### config.mk
export PLATFORM = sky130hd
export DESIGN_NAME = uart_transceiver
export DESIGN_NICKNAME = d
export VERILOG_FILES = /design/src/rtl/uart_transceiver.sv
export SDC_FILE = /design/constraint.sdc
export NUM_CORES = 1
export LEC_CHECK = 0
export CELL_PAD_IN_SITES_DETAIL_PLACEMENT = 1
export CELL_PAD_IN_SITES_GLOBAL_PLACEMENT = 1
export CORE_MARGIN = 1.5
export CORE_UTILIZATION = 49
export CTS_CLUSTER_SIZE = 8
export DETAILED_ROUTE_END_ITERATION = 12
export GPL_ROUTABILITY_DRIVEN = 0
export PLACE_DENSITY = 0.91
export SETUP_SLACK_MARGIN = 0.02
export SYNTH_ARGS = -nofsm -noshare
export SYNTH_HDL_FRONTEND = slang
export SYNTH_SLANG_ARGS = --single-unit
### constraint.sdc
create_clock -name i_Clock -period 3.5 [get_ports i_Clock]
set_input_delay 0.7 -clock i_Clock [delete_from_list [all_inputs] [get_ports i_Clock]]
set_output_delay 0.7 -clock i_Clock [all_outputs]
set_load 0.05 [all_outputs]
### src/rtl/uart_transceiver.sv
// Full-duplex 8N1 UART: independent transmitter and receiver sharing one clock.
// Optional macro UART_LOOPBACK_EN feeds the receiver from the transmit line for self-test.
module uart_transceiver #(
  parameter int CLKS_PER_BIT = 217
) (
  input  logic       i_Clock,
  input  logic       i_Reset,
  input  logic       i_TX_DV,
  input  logic [7:0] i_TX_Byte,
  output logic       o_TX_Active,
  output logic       o_TX_Serial,
  output logic       o_TX_Done,
  input  logic       i_RX_Serial,
  output logic       o_RX_DV,
  output logic [7:0] o_RX_Byte
);

  localparam int CW = $clog2(CLKS_PER_BIT);
  localparam logic [CW-1:0] CNT_LAST = CW'(CLKS_PER_BIT - 1);
  localparam logic [CW-1:0] CNT_MID  = CW'((CLKS_PER_BIT - 1) / 2);
  localparam logic [CW-1:0] CNT_ONE  = CW'(1);
  localparam logic [CW-1:0] CNT_ZERO = CW'(0);

  typedef enum logic [2:0] {
    ST_IDLE    = 3'd0,
    ST_START   = 3'd1,
    ST_DATA    = 3'd2,
    ST_STOP    = 3'd3,
    ST_CLEANUP = 3'd4
  } state_t;

  state_t          tx_state_q, tx_state_d;
  logic [CW-1:0]   tx_cnt_q, tx_cnt_d;
  logic [2:0]      tx_idx_q, tx_idx_d;
  logic [7:0]      tx_byte_q, tx_byte_d;
  logic            tx_serial_q, tx_serial_d;
  logic            tx_active_q, tx_active_d;
  logic            tx_done_q, tx_done_d;

  state_t          rx_state_q, rx_state_d;
  logic [CW-1:0]   rx_cnt_q, rx_cnt_d;
  logic [2:0]      rx_idx_q, rx_idx_d;
  logic [7:0]      rx_shift_q, rx_shift_d;
  logic [7:0]      rx_byte_q, rx_byte_d;
  logic            rx_dv_q, rx_dv_d;
  logic            rx_meta_q, rx_sync_q;
  logic            rx_line;

`ifdef UART_LOOPBACK_EN
  logic unused_rx_serial;
  assign unused_rx_serial = i_RX_Serial;
  assign rx_line = tx_active_q ? tx_serial_q : 1'b1;
`else
  assign rx_line = i_RX_Serial;
`endif

  // Transmit next-state: the line value for each bit is prepared one cycle ahead.
  always_comb begin
    tx_state_d  = tx_state_q;
    tx_cnt_d    = tx_cnt_q;
    tx_idx_d    = tx_idx_q;
    tx_byte_d   = tx_byte_q;
    tx_serial_d = tx_serial_q;
    tx_active_d = tx_active_q;
    tx_done_d   = 1'b0;
    case (tx_state_q)
      ST_IDLE: begin
        tx_serial_d = 1'b1;
        tx_active_d = 1'b0;
        tx_cnt_d    = CNT_ZERO;
        tx_idx_d    = 3'd0;
        if (i_TX_DV) begin
          tx_byte_d   = i_TX_Byte;
          tx_serial_d = 1'b0;
          tx_active_d = 1'b1;
          tx_state_d  = ST_START;
        end else begin
          tx_state_d  = ST_IDLE;
        end
      end
      ST_START: begin
        if (tx_cnt_q == CNT_LAST) begin
          tx_cnt_d    = CNT_ZERO;
          tx_serial_d = tx_byte_q[0];
          tx_state_d  = ST_DATA;
        end else begin
          tx_cnt_d    = tx_cnt_q + CNT_ONE;
        end
      end
      ST_DATA: begin
        if (tx_cnt_q == CNT_LAST) begin
          tx_cnt_d = CNT_ZERO;
          if (tx_idx_q == 3'd7) begin
            tx_serial_d = 1'b1;
            tx_state_d  = ST_STOP;
          end else begin
            tx_idx_d    = tx_idx_q + 3'd1;
            tx_serial_d = tx_byte_q[tx_idx_q + 3'd1];
          end
        end else begin
          tx_cnt_d = tx_cnt_q + CNT_ONE;
        end
      end
      ST_STOP: begin
        if (tx_cnt_q == CNT_LAST) begin
          tx_cnt_d    = CNT_ZERO;
          tx_done_d   = 1'b1;
          tx_active_d = 1'b0;
          tx_state_d  = ST_CLEANUP;
        end else begin
          tx_cnt_d    = tx_cnt_q + CNT_ONE;
        end
      end
      ST_CLEANUP: begin
        tx_state_d = ST_IDLE;
      end
      default: begin
        tx_serial_d = 1'b1;
        tx_active_d = 1'b0;
        tx_cnt_d    = CNT_ZERO;
        tx_state_d  = ST_IDLE;
      end
    endcase
  end

  // Transmit registers; reset drives the line high at once.
  always_ff @(posedge i_Clock or posedge i_Reset) begin
    if (i_Reset) begin
      tx_state_q  <= ST_IDLE;
      tx_cnt_q    <= CNT_ZERO;
      tx_idx_q    <= 3'd0;
      tx_byte_q   <= 8'h00;
      tx_serial_q <= 1'b1;
      tx_active_q <= 1'b0;
      tx_done_q   <= 1'b0;
    end else begin
      tx_state_q  <= tx_state_d;
      tx_cnt_q    <= tx_cnt_d;
      tx_idx_q    <= tx_idx_d;
      tx_byte_q   <= tx_byte_d;
      tx_serial_q <= tx_serial_d;
      tx_active_q <= tx_active_d;
      tx_done_q   <= tx_done_d;
    end
  end

  // Synchronizer resets to the idle line level so reset release is not seen as a start bit.
  always_ff @(posedge i_Clock or posedge i_Reset) begin
    if (i_Reset) begin
      rx_meta_q <= 1'b1;
      rx_sync_q <= 1'b1;
    end else begin
      rx_meta_q <= rx_line;
      rx_sync_q <= rx_meta_q;
    end
  end

  // Receive next-state: mid-bit start check, then one sample per bit period.
  always_comb begin
    rx_state_d = rx_state_q;
    rx_cnt_d   = rx_cnt_q;
    rx_idx_d   = rx_idx_q;
    rx_shift_d = rx_shift_q;
    rx_byte_d  = rx_byte_q;
    rx_dv_d    = 1'b0;
    case (rx_state_q)
      ST_IDLE: begin
        rx_cnt_d = CNT_ZERO;
        rx_idx_d = 3'd0;
        if (!rx_sync_q) begin
          rx_state_d = ST_START;
        end else begin
          rx_state_d = ST_IDLE;
        end
      end
      ST_START: begin
        if (rx_cnt_q == CNT_MID) begin
          rx_cnt_d = CNT_ZERO;
          if (!rx_sync_q) begin
            rx_state_d = ST_DATA;
          end else begin
            rx_state_d = ST_IDLE;
          end
        end else begin
          rx_cnt_d = rx_cnt_q + CNT_ONE;
        end
      end
      ST_DATA: begin
        if (rx_cnt_q == CNT_LAST) begin
          rx_cnt_d             = CNT_ZERO;
          rx_shift_d[rx_idx_q] = rx_sync_q;
          if (rx_idx_q == 3'd7) begin
            rx_state_d = ST_STOP;
          end else begin
            rx_idx_d   = rx_idx_q + 3'd1;
          end
        end else begin
          rx_cnt_d = rx_cnt_q + CNT_ONE;
        end
      end
      ST_STOP: begin
        if (rx_cnt_q == CNT_LAST) begin
          rx_cnt_d   = CNT_ZERO;
          rx_state_d = ST_CLEANUP;
          if (rx_sync_q) begin
            rx_byte_d = rx_shift_q;
            rx_dv_d   = 1'b1;
          end else begin
            rx_byte_d = rx_byte_q;
          end
        end else begin
          rx_cnt_d = rx_cnt_q + CNT_ONE;
        end
      end
      ST_CLEANUP: begin
        rx_state_d = ST_IDLE;
      end
      default: begin
        rx_cnt_d   = CNT_ZERO;
        rx_state_d = ST_IDLE;
      end
    endcase
  end

  // Receive registers.
  always_ff @(posedge i_Clock or posedge i_Reset) begin
    if (i_Reset) begin
      rx_state_q <= ST_IDLE;
      rx_cnt_q   <= CNT_ZERO;
      rx_idx_q   <= 3'd0;
      rx_shift_q <= 8'h00;
      rx_byte_q  <= 8'h00;
      rx_dv_q    <= 1'b0;
    end else begin
      rx_state_q <= rx_state_d;
      rx_cnt_q   <= rx_cnt_d;
      rx_idx_q   <= rx_idx_d;
      rx_shift_q <= rx_shift_d;
      rx_byte_q  <= rx_byte_d;
      rx_dv_q    <= rx_dv_d;
    end
  end

  assign o_TX_Active = tx_active_q;
  assign o_TX_Serial = tx_serial_q;
  assign o_TX_Done   = tx_done_q;
  assign o_RX_DV     = rx_dv_q;
  assign o_RX_Byte   = rx_byte_q;

endmodule

==> qor.csv, run 1 <==
metric,value,unit
synth_flop_cell,dfrtp_1,
placementRows,27,
antenna_found_initial,0,
p_per_area,505,nW/µm²
syn_area_per_cell,10.6,µm²
holdBufCountCts,0,
start_util,0.510,
die_x,79.0,µm
cts_buffer_depth,2,
io_buffers,23,
synth_cells,266,
yosys.area_share.xor_xnor,0.0124,
reg2reg_depth,7,
grt_pass1_vias,2261,
cts-root-buf,clkbuf_8,
clock_skew,7.46,ps
pin_count,24,
status,completed,
dp.cells,354,
finalSetupTns,0,ps
ys_seq_area_frac,0.515,
setup_viol,0,
dp_hpwl,4450,µm
ant_nets,0,
tightest_slew,1030,ps
synth_adder_area_share,0.0354,
worst-setup-path-type,flip-flop to output port,
synth_top_family_by_area,simple AND/OR/NAND/NOR gates,
synth_simple_gate_area_frac,0.185,
chipHeight,79.0,µm
vias_per_cell,5.78,
synth.most_common_cell,dfrtp_1,
netlist_area,2830,µm²
hold_class,flip-flop to flip-flop,
synthTopCellsByArea,"dfrtp_1 49%, mux2_2 8.8%, ha_1 3.5%, o21ai_0 3.5%, nand2_1 2.9%",
worst-path-buf-inv,1,
yosysTopAreaCell,dfrtp_1,
ys_warn_count,0,
async_reset_ff_frac,1.00,
rsz0062_at_grt,false,
synthTopCellsByCount,"55 x dfrtp_1, 22 x mux2_2, 22 x nand2_1, 20 x o21ai_0, 19 x nor2_1",
cts_tree,done,
ys_ff_latch,58,
grt_max_degree,30,
cap_violations,0,
instances_no_fill,370,
slew_headroom,0.313,
firstDrtPassIters,4,
fin_crit,2370,ps
ir_drop,284,µV
dieArea,6230,µm²
yosysUniqueCellTypes,48,
synth_mux_area_frac,0.110,
area_growth_syn_to_layout,19.1,%
synth_top_area_share,0.487,
cts.sinks,58,
post_cts_buffers,0,
drive_gt1_frac,0.168,
crit_chain,clkdlybuf4s50_1,
clk_latency,350,ps
grt_pass1_wl,11100,µm
crit_path_end_kind,output port,
wire_per_inst,17.6,µm
h-tree-depth,3,
critPathMaxStageDelay,800,ps
clkTransAtPathRegs,70,ps
wl,6510,µm
critPathTopFamily,buffers and inverters,
synth_compound_area_frac,0.113,
synth-edff-count,0,
holdPathStages,0,
slew_viol_final,0,
drcViolationCount,0,
vias,2139,
final_nets,313,
cts_resized,0,
hold_viol_final,0,
cts_made_buffers,9,
overflow,0,
startpoint_type,flip-flop,
fmax,421,MHz
crit_path_max_fanout,2,
crit_cells,1,
crit_arrival,1670,ps
coreArea,5540,µm²
critPathSlowestCell,clkdlybuf4s50_1,
synth_nets,286,
worstPathRequired,2800,ps
p_leak,0.00149,µW
antenna_cells,0,
drt_iter0_drc,66,
fin_crit_sh,0.678,
grtUsageTotal,0.239,
-- stage by stage --
step | hold WS (ps) | area [µm²] | total power, µW | worst slack, ps | utilization
finish | 368 | 3370 | 1700 | 1130 | 0.608
global route | 370 | 3370 | 1770 | 982 | 0.608
CTS | 366 | 3370 | 1710 | 1110 | 0.608
detailed placement | 356 | 3120 | 927 | 1190 | 0.562
global placement | 355 | 3120 | 909 | 1250 | 0.562
floorplan | 345 | 2830 | 866 | 1380 | -
-- routing by layer --
layer  global-route usage  wire (µm)  vias up
li1                     -          -     1006
met1                0.289       2880     1074
met2                0.401       3260       45
met3               0.0529        192       14
met4                0.123        171        0
met5                    0          0        -
-- registers in the layout, summed over array words and instances, names as in the netlist, 3 cells and up --
register    cells
tx_idx_q        3
rx_shift_q      8
tx_cnt_q        8
rx_idx_q        3
o_RX_Byte       8
rx_state_q      3
tx_byte_q       8
tx_state_q      3
rx_cnt_q        8
-- cell families after synthesis --
family                   count (synthesis)
adder cells (fa/ha/maj)                  8
multiplexers                            28
AND/OR/NAND/NOR                         98
XOR/XNOR                                 4
flip-flops                              58
buffers and inverters                   19
AO/OA/AOI/OAI                           51
-- area by class of cell --
| cell class | instances | area [µm²] |
|---|---|---|
| repair buffers | 25 | 245 |
| well taps | 72 | 90.1 |
| clock buffers | 11 | 151 |
| fillers | 592 | 2170 |
| flip-flops and latches | 58 | 1460 |
| multi-input cells | 189 | 1290 |
| clock inverters | 5 | 100 |
| inverters | 10 | 37.5 |
-- layout by cell type, fill, tap and decap left out, types with 3 or more instances in the layout --
master           Yosys  layout
nand3_1             15      15
a31oi_1              4       4
clkdlybuf4s50_1      0      23
mux2_1               3       3
and3_1               8       8
nand4_1              4       4
nor3_1               3       3
mux2i_1              3       3
nor2b_1              7       7
bufinv_16            0       3
a21oi_1              8       8
clkbuf_8             0      11
nand2b_1             5       5
dfstp_2              3       3
ha_1                 8       8
o31ai_1              3       3
nand2_1             22      22
mux2_2              22      22
nor2_1              19      19
o21ai_0             20      20
dfrtp_1             55      55
inv_1               10       9
-- path summary, 6_finish.rpt --
| kind | start | end | slack (ps) |
|---|---|---|---|
| setup / recovery | o_TX_Serial$_DFFE_PP1P_ | o_TX_Serial | 1130 |
| hold / removal | rx_meta_q$_DFF_PP1_ | rx_sync_q$_DFF_PP1_ | 370 |
| setup reg to reg | tx_cnt_q[0]$_DFFE_PP0N_ | tx_cnt_q[6]$_DFFE_PP0N_ | 1250 |
| hold reg to reg | rx_meta_q$_DFF_PP1_ | rx_sync_q$_DFF_PP1_ | 370 |
| max in group asynchronous | i_Reset | rx_sync_q$_DFF_PP1_ | 2010 |
| min in group asynchronous | i_Reset | rx_cnt_q[7]$_DFFE_PP0P_ | 750 |
-- report_power, final --
part	leakage [µW]	total [µW]	internal, µW	switching [µW]
clock network	0.000129	787	509	278
registers	0.000755	774	722	52.6
logic	0.000606	141	65.9	74.7
total	0.00149	1700	1300	405
Power figures use the tool's default switching activity.
==> inputs of run 2 (changes only) <==
- CORE_UTILIZATION: 49 -> 45
- PLACE_DENSITY: 0.91 -> 0.85
- clock period: 3.5 -> 2.2 ns (I/O delays scaled with it)
==> run 2 against run 1 <==
Worst hold slack lost 5.7 ps. Die area grew 8.5%. Non-clock buffer count grew 2. Cell count grew 1.4%. Combinational power grew 55%. Cell area shrank 0.11%. Total power grew 47%. First-iteration DRC count shrank 9.1%. Global-route usage shrank 3.6 points. Sequential share of layout area is essentially flat. Core utilization shrank 4.6 points. Flip-flop and latch count is the same. Largest power group is now sequential cells. Highest routed layer unchanged.
==> qor.csv, run 2 (same netlist as run 1, synthesis figures left out) <==
metric,value,unit
hold_viol_final,0,
grtUsageTotal,0.203,
coreArea,5990,µm²
holdPathStages,0,
start_util,0.472,
pwr-share-clk,0.422,
final_cell_mix,"55 x dfrtp_1, 23 x clkdlybuf4s50_1, 22 x nand2_1, 22 x mux2_2, 20 x o21ai_0",
cts_buffer_depth,2,
crit_chain,clkdlybuf4s50_1,
p_leak,0.00149,µW
hold_class,flip-flop to flip-flop,
fmax,476,MHz
reg2reg_depth,7,
cts-root-buf,clkbuf_8,
ir_drop,435,µV
p_switching,607,µW
overflow,0,
vias_per_cell,5.68,
tightest_slew,580,ps
switching_share,0.242,
grt_pass1_vias,2151,
wl,5930,µm
final_nets,315,
holdBufCountCts,0,
clk_latency,340,ps
startpoint_type,flip-flop,
crit_path_end_kind,output port,
worstPathRequired,1760,ps
critPathSlowestCell,clkdlybuf4s50_1,
status,completed,
dieArea,6770,µm²
drive_gt1_frac,0.167,
min_to,rx_sync_q$_DFF_PP1_,
seqPwrFrac,0.491,
post_cts_buffers,0,
clkTransAtPathRegs,60,ps
rsz0062_at_grt,false,
cts_resized,0,
fin_crit_sh,0.955,
cts_made_buffers,9,
combPwrFrac,0.087,
critPathTopFamily,buffers and inverters,
grt_max_degree,44,
final_common_cell,dfrtp_1,
drt_iter0_drc,60,
vias,2131,
setup_viol,0,
h-tree-depth,3,
wire_per_inst,15.8,µm
io_buffers,23,
crit_arrival,1660,ps
p_per_area,746,nW/µm²
ant_nets,0,
r2r-end,rx_shift_q[2]$_DFFE_PP0P_,
crit_path_max_fanout,2,
intPower,1900,µW
cap_violations,0,
chipHeight,82.3,µm
placementRows,28,
grt_pass1_wl,10100,µm
clock_skew,6.58,ps
final_util,0.561,
cts_tree,done,
slew_headroom,0.611,
antenna_found_initial,0,
dp_hpwl,4110,µm
drcViolationCount,0,
worst-setup-path-type,flip-flop to output port,
worst-path-buf-inv,1,
slew_viol_final,0,
antenna_cells,0,
cts.sinks,58,
area_growth_syn_to_layout,19.0,%
critPathMaxStageDelay,800,ps
finalSetupTns,0,ps
hp-start,rx_meta_q$_DFF_PP1_,
fin_crit,2100,ps
pin_count,24,
firstDrtPassIters,4,
r2r_slack,250,ps
die_x,82.3,µm
timing.rr.start,rx_cnt_q[0]$_DFFE_PP0P_,
-- run 2: changes by cell type in the layout (fill, tap and decap cells not counted), sizes merged --
cell,before,now
bufinv,3,1
buf,2,4
clkinv,2,0
clkbuf,11,15
-- run 2: how the worst max path moves through the flow --
stage	startpoint	end	slack, ps	cells after the start
floorplan	i_Reset	o_RX_Byte[0]$_DFFE_PP0P_	340	1
global placement	i_TX_DV	tx_byte_q[5]$_DFFE_PP0N_	210	4
detailed placement	i_TX_DV	tx_byte_q[4]$_DFFE_PP0N_	150	4
CTS	o_TX_Serial$_DFFE_PP1P_	o_TX_Serial	80	1
global route	o_TX_Serial$_DFFE_PP1P_	o_TX_Serial	60	1
finish	o_TX_Serial$_DFFE_PP1P_	o_TX_Serial	100	1
-- run 2: through the flow --
step / power, µW / setup slack [ps] / hold slack [ps] / cell area [µm²] / std cells
global route: 2630 / 57.5 / 367 / 3360 / 375
CTS: 2540 / 81.3 / 362 / 3360 / 375
floorplan: 1380 / 337 / 345 / 2830 / 266
finish: 2510 / 99.2 / 362 / 3360 / 375
global placement: 1450 / 207 / 348 / 3150 / 359
detailed placement: 1470 / 153 / 352 / 3150 / 359
-- run 2: layer usage --
metal / vias to the layer above / GRT usage / wire [µm]
li1: 1010 / - / -
met1: 1076 / 0.259 / 2780
met2: 34 / 0.324 / 2880
met3: 11 / 0.0462 / 160
met4: 0 / 0.0983 / 107
met5: - / 0 / 0
-- run 2: layout make-up --
type / count / area [µm²]
multi-input cells: 189 / 1290
clock buffers: 15 / 186
inverters: 10 / 37.5
flip-flops and latches: 58 / 1460
fillers: 643 / 2630
well taps: 75 / 93.8
repair buffers: 27 / 273
clock inverters: 1 / 30.0
-- run 2: power groups by stage --
stage / clock [µW] / combinational [µW] / sequential (µW)
floorplan: 0 / 139 / 1240
global placement: 0 / 207 / 1240
detailed placement: 0 / 219 / 1250
CTS: 1080 / 223 / 1230
global route: 1130 / 246 / 1250
finish: 1060 / 218 / 1230
==> inputs of run 3 (changes only) <==
- CELL_PAD_IN_SITES_DETAIL_PLACEMENT: 1 -> not set
- CELL_PAD_IN_SITES_GLOBAL_PLACEMENT: 1 -> not set
- CORE_UTILIZATION: 45 -> 57
- PLACE_DENSITY: 0.85 -> 0.86
==> run 3 against run 2 <==
Clock skew decreased by 1.0 ps. Fmax increased by 0.19%. First-iteration DRC count increased by 48%. Setup slack improved by 4.1 ps. Count of clock-buffer cells in the layout unchanged. Non-clock buffer count decreased by 1. Largest cell class unchanged. Core utilization increased by 13 points. Cell area decreased by 2.0%. Flip-flop and latch count unchanged. Routed wire length decreased by 18%.
==> qor.csv, run 3 (same netlist as run 1, synthesis figures left out) <==
metric,value,unit
status,completed,
cts_resized,0,
start_util,0.594,
hold_class,flip-flop to flip-flop,
tightest_slew,540,ps
slew_headroom,0.639,
worstPathRequired,1760,ps
final_nets,314,
crit_path_end_kind,output port,
drive_gt1_frac,0.154,
cts-root-buf,clkbuf_8,
hold_viol_final,0,
dp.cells,350,
final_cell_mix,"55 x dfrtp_1, 23 x clkdlybuf4s50_1, 22 x nand2_1, 22 x mux2_2, 20 x o21ai_0",
critPathTopFamily,buffers and inverters,
worst-path-buf-inv,1,
grtUsageTotal,0.211,
clock_skew,5.56,ps
critPathSlowestCell,clkdlybuf4s50_1,
grtUsageMet3,0.0700,
crit_path_max_fanout,2,
clkTransAtPathRegs,60,ps
area_growth_syn_to_layout,16.6,%
slew_viol_final,0,
final_common_cell,dfrtp_1,
holdPathStages,0,
placementRows,25,
h-tree-depth,3,
use_met1,0.275,
cts_made_buffers,9,
met2_usage,0.320,
io_buffers,23,
post_cts_buffers,0,
ant_nets,0,
dp_hpwl,3440,µm
clk_latency,330,ps
startpoint_type,flip-flop,
overflow,0,
placed_cell_area,3130,µm²
rsz0062_at_grt,false,
pin_count,24,
setup_slack,103,ps
fin_crit_sh,0.953,
holdBufCountCts,0,
reg2reg_depth,7,
crit_arrival,1660,ps
crit_chain,clkdlybuf4s50_1,
critPathMaxStageDelay,800,ps
grt_max_degree,32,
cts_tree,done,
instances_no_fill,365,
grt_pass1_wl,8580,µm
setup_viol,0,
chipHeight,73.4,µm
post-place-ws,177,ps
cts_buffer_depth,2,
finalSetupTns,0,ps
finish.instance_area,3300,µm²
coreArea,4750,µm²
grt_pass1_vias,1963,
p_leak,0.00145,µW
ir_drop,353,µV
antenna_found_initial,0,
firstDrtPassIters,4,
antenna_cells,0,
busiest_layer,met2,
fin_crit,2100,ps
die_x,73.4,µm
wl,4880,µm
drt_iter0_drc,89,
wire_per_inst,13.4,µm
drcViolationCount,0,
dieArea,5390,µm²
crit_cells,1,
p_per_area,690,nW/µm²
whs,365,ps
vias_per_cell,5.70,
worst-setup-path-type,flip-flop to output port,
vias,2081,
cap_violations,0,
fmax,477,MHz
cts.sinks,58,
## run 3: cell count changes in the layout (fill, tap and decap cells not counted)
| cell | delta |
|---|---|
| clkbuf_1 | +2 |
| buf_4 | -1 |
| clkbuf_8 | -2 |
| bufinv_16 | -1 |
## run 3: layout make-up
class / count / area, µm²
fill: 377 / 1460
inverter: 10 / 37.5
tap: 67 / 83.8
clock buffer: 15 / 166
multi-input combinational: 189 / 1290
timing repair buffer: 26 / 265
sequential: 58 / 1460
## run 3: final timing paths
| kind | slack [ps] | to | from |
|---|---|---|---|
| hold reg to reg | 360 | rx_sync_q$_DFF_PP1_ | rx_meta_q$_DFF_PP1_ |
| setup / recovery | 100 | o_TX_Serial | o_TX_Serial$_DFFE_PP1P_ |
| max in group asynchronous | 1230 | rx_sync_q$_DFF_PP1_ | i_Reset |
| setup reg to reg | 200 | rx_shift_q[6]$_DFFE_PP0P_ | rx_cnt_q[0]$_DFFE_PP0P_ |
| hold / removal | 360 | rx_sync_q$_DFF_PP1_ | rx_meta_q$_DFF_PP1_ |
| min in group asynchronous | 400 | tx_byte_q[3]$_DFFE_PP0N_ | i_Reset |
## run 3: worst reg2reg max path: cells and delay by family, from the launching register on
kind	cells	cell delay, ps
and+or+nand+nor	4	870
DFF	1	400
muxes	1	330
adders and majority gates	1	180
buffers and inverters	1	100
## run 3: report_power, final
part / internal, µW / total, µW / switching (µW)
Clock: 466 / 836 / 370
Combinational: 105 / 211 / 105
Sequential: 1150 / 1230 / 78.6
## run 3: routing by layer
layer,share of wire,vias up
li1,-,1010
met1,0.48,1016
met2,0.46,44
met3,0.042,11
met4,0.024,0
met5,0,-
## run 3: stage by stage
step,total power [µW],utilization
after CTS,2310,0.693
after global placement,1450,0.658
after floorplan,1380,-
after detailed placement,1460,0.658
after global routing,2400,0.693
final,2270,0.693
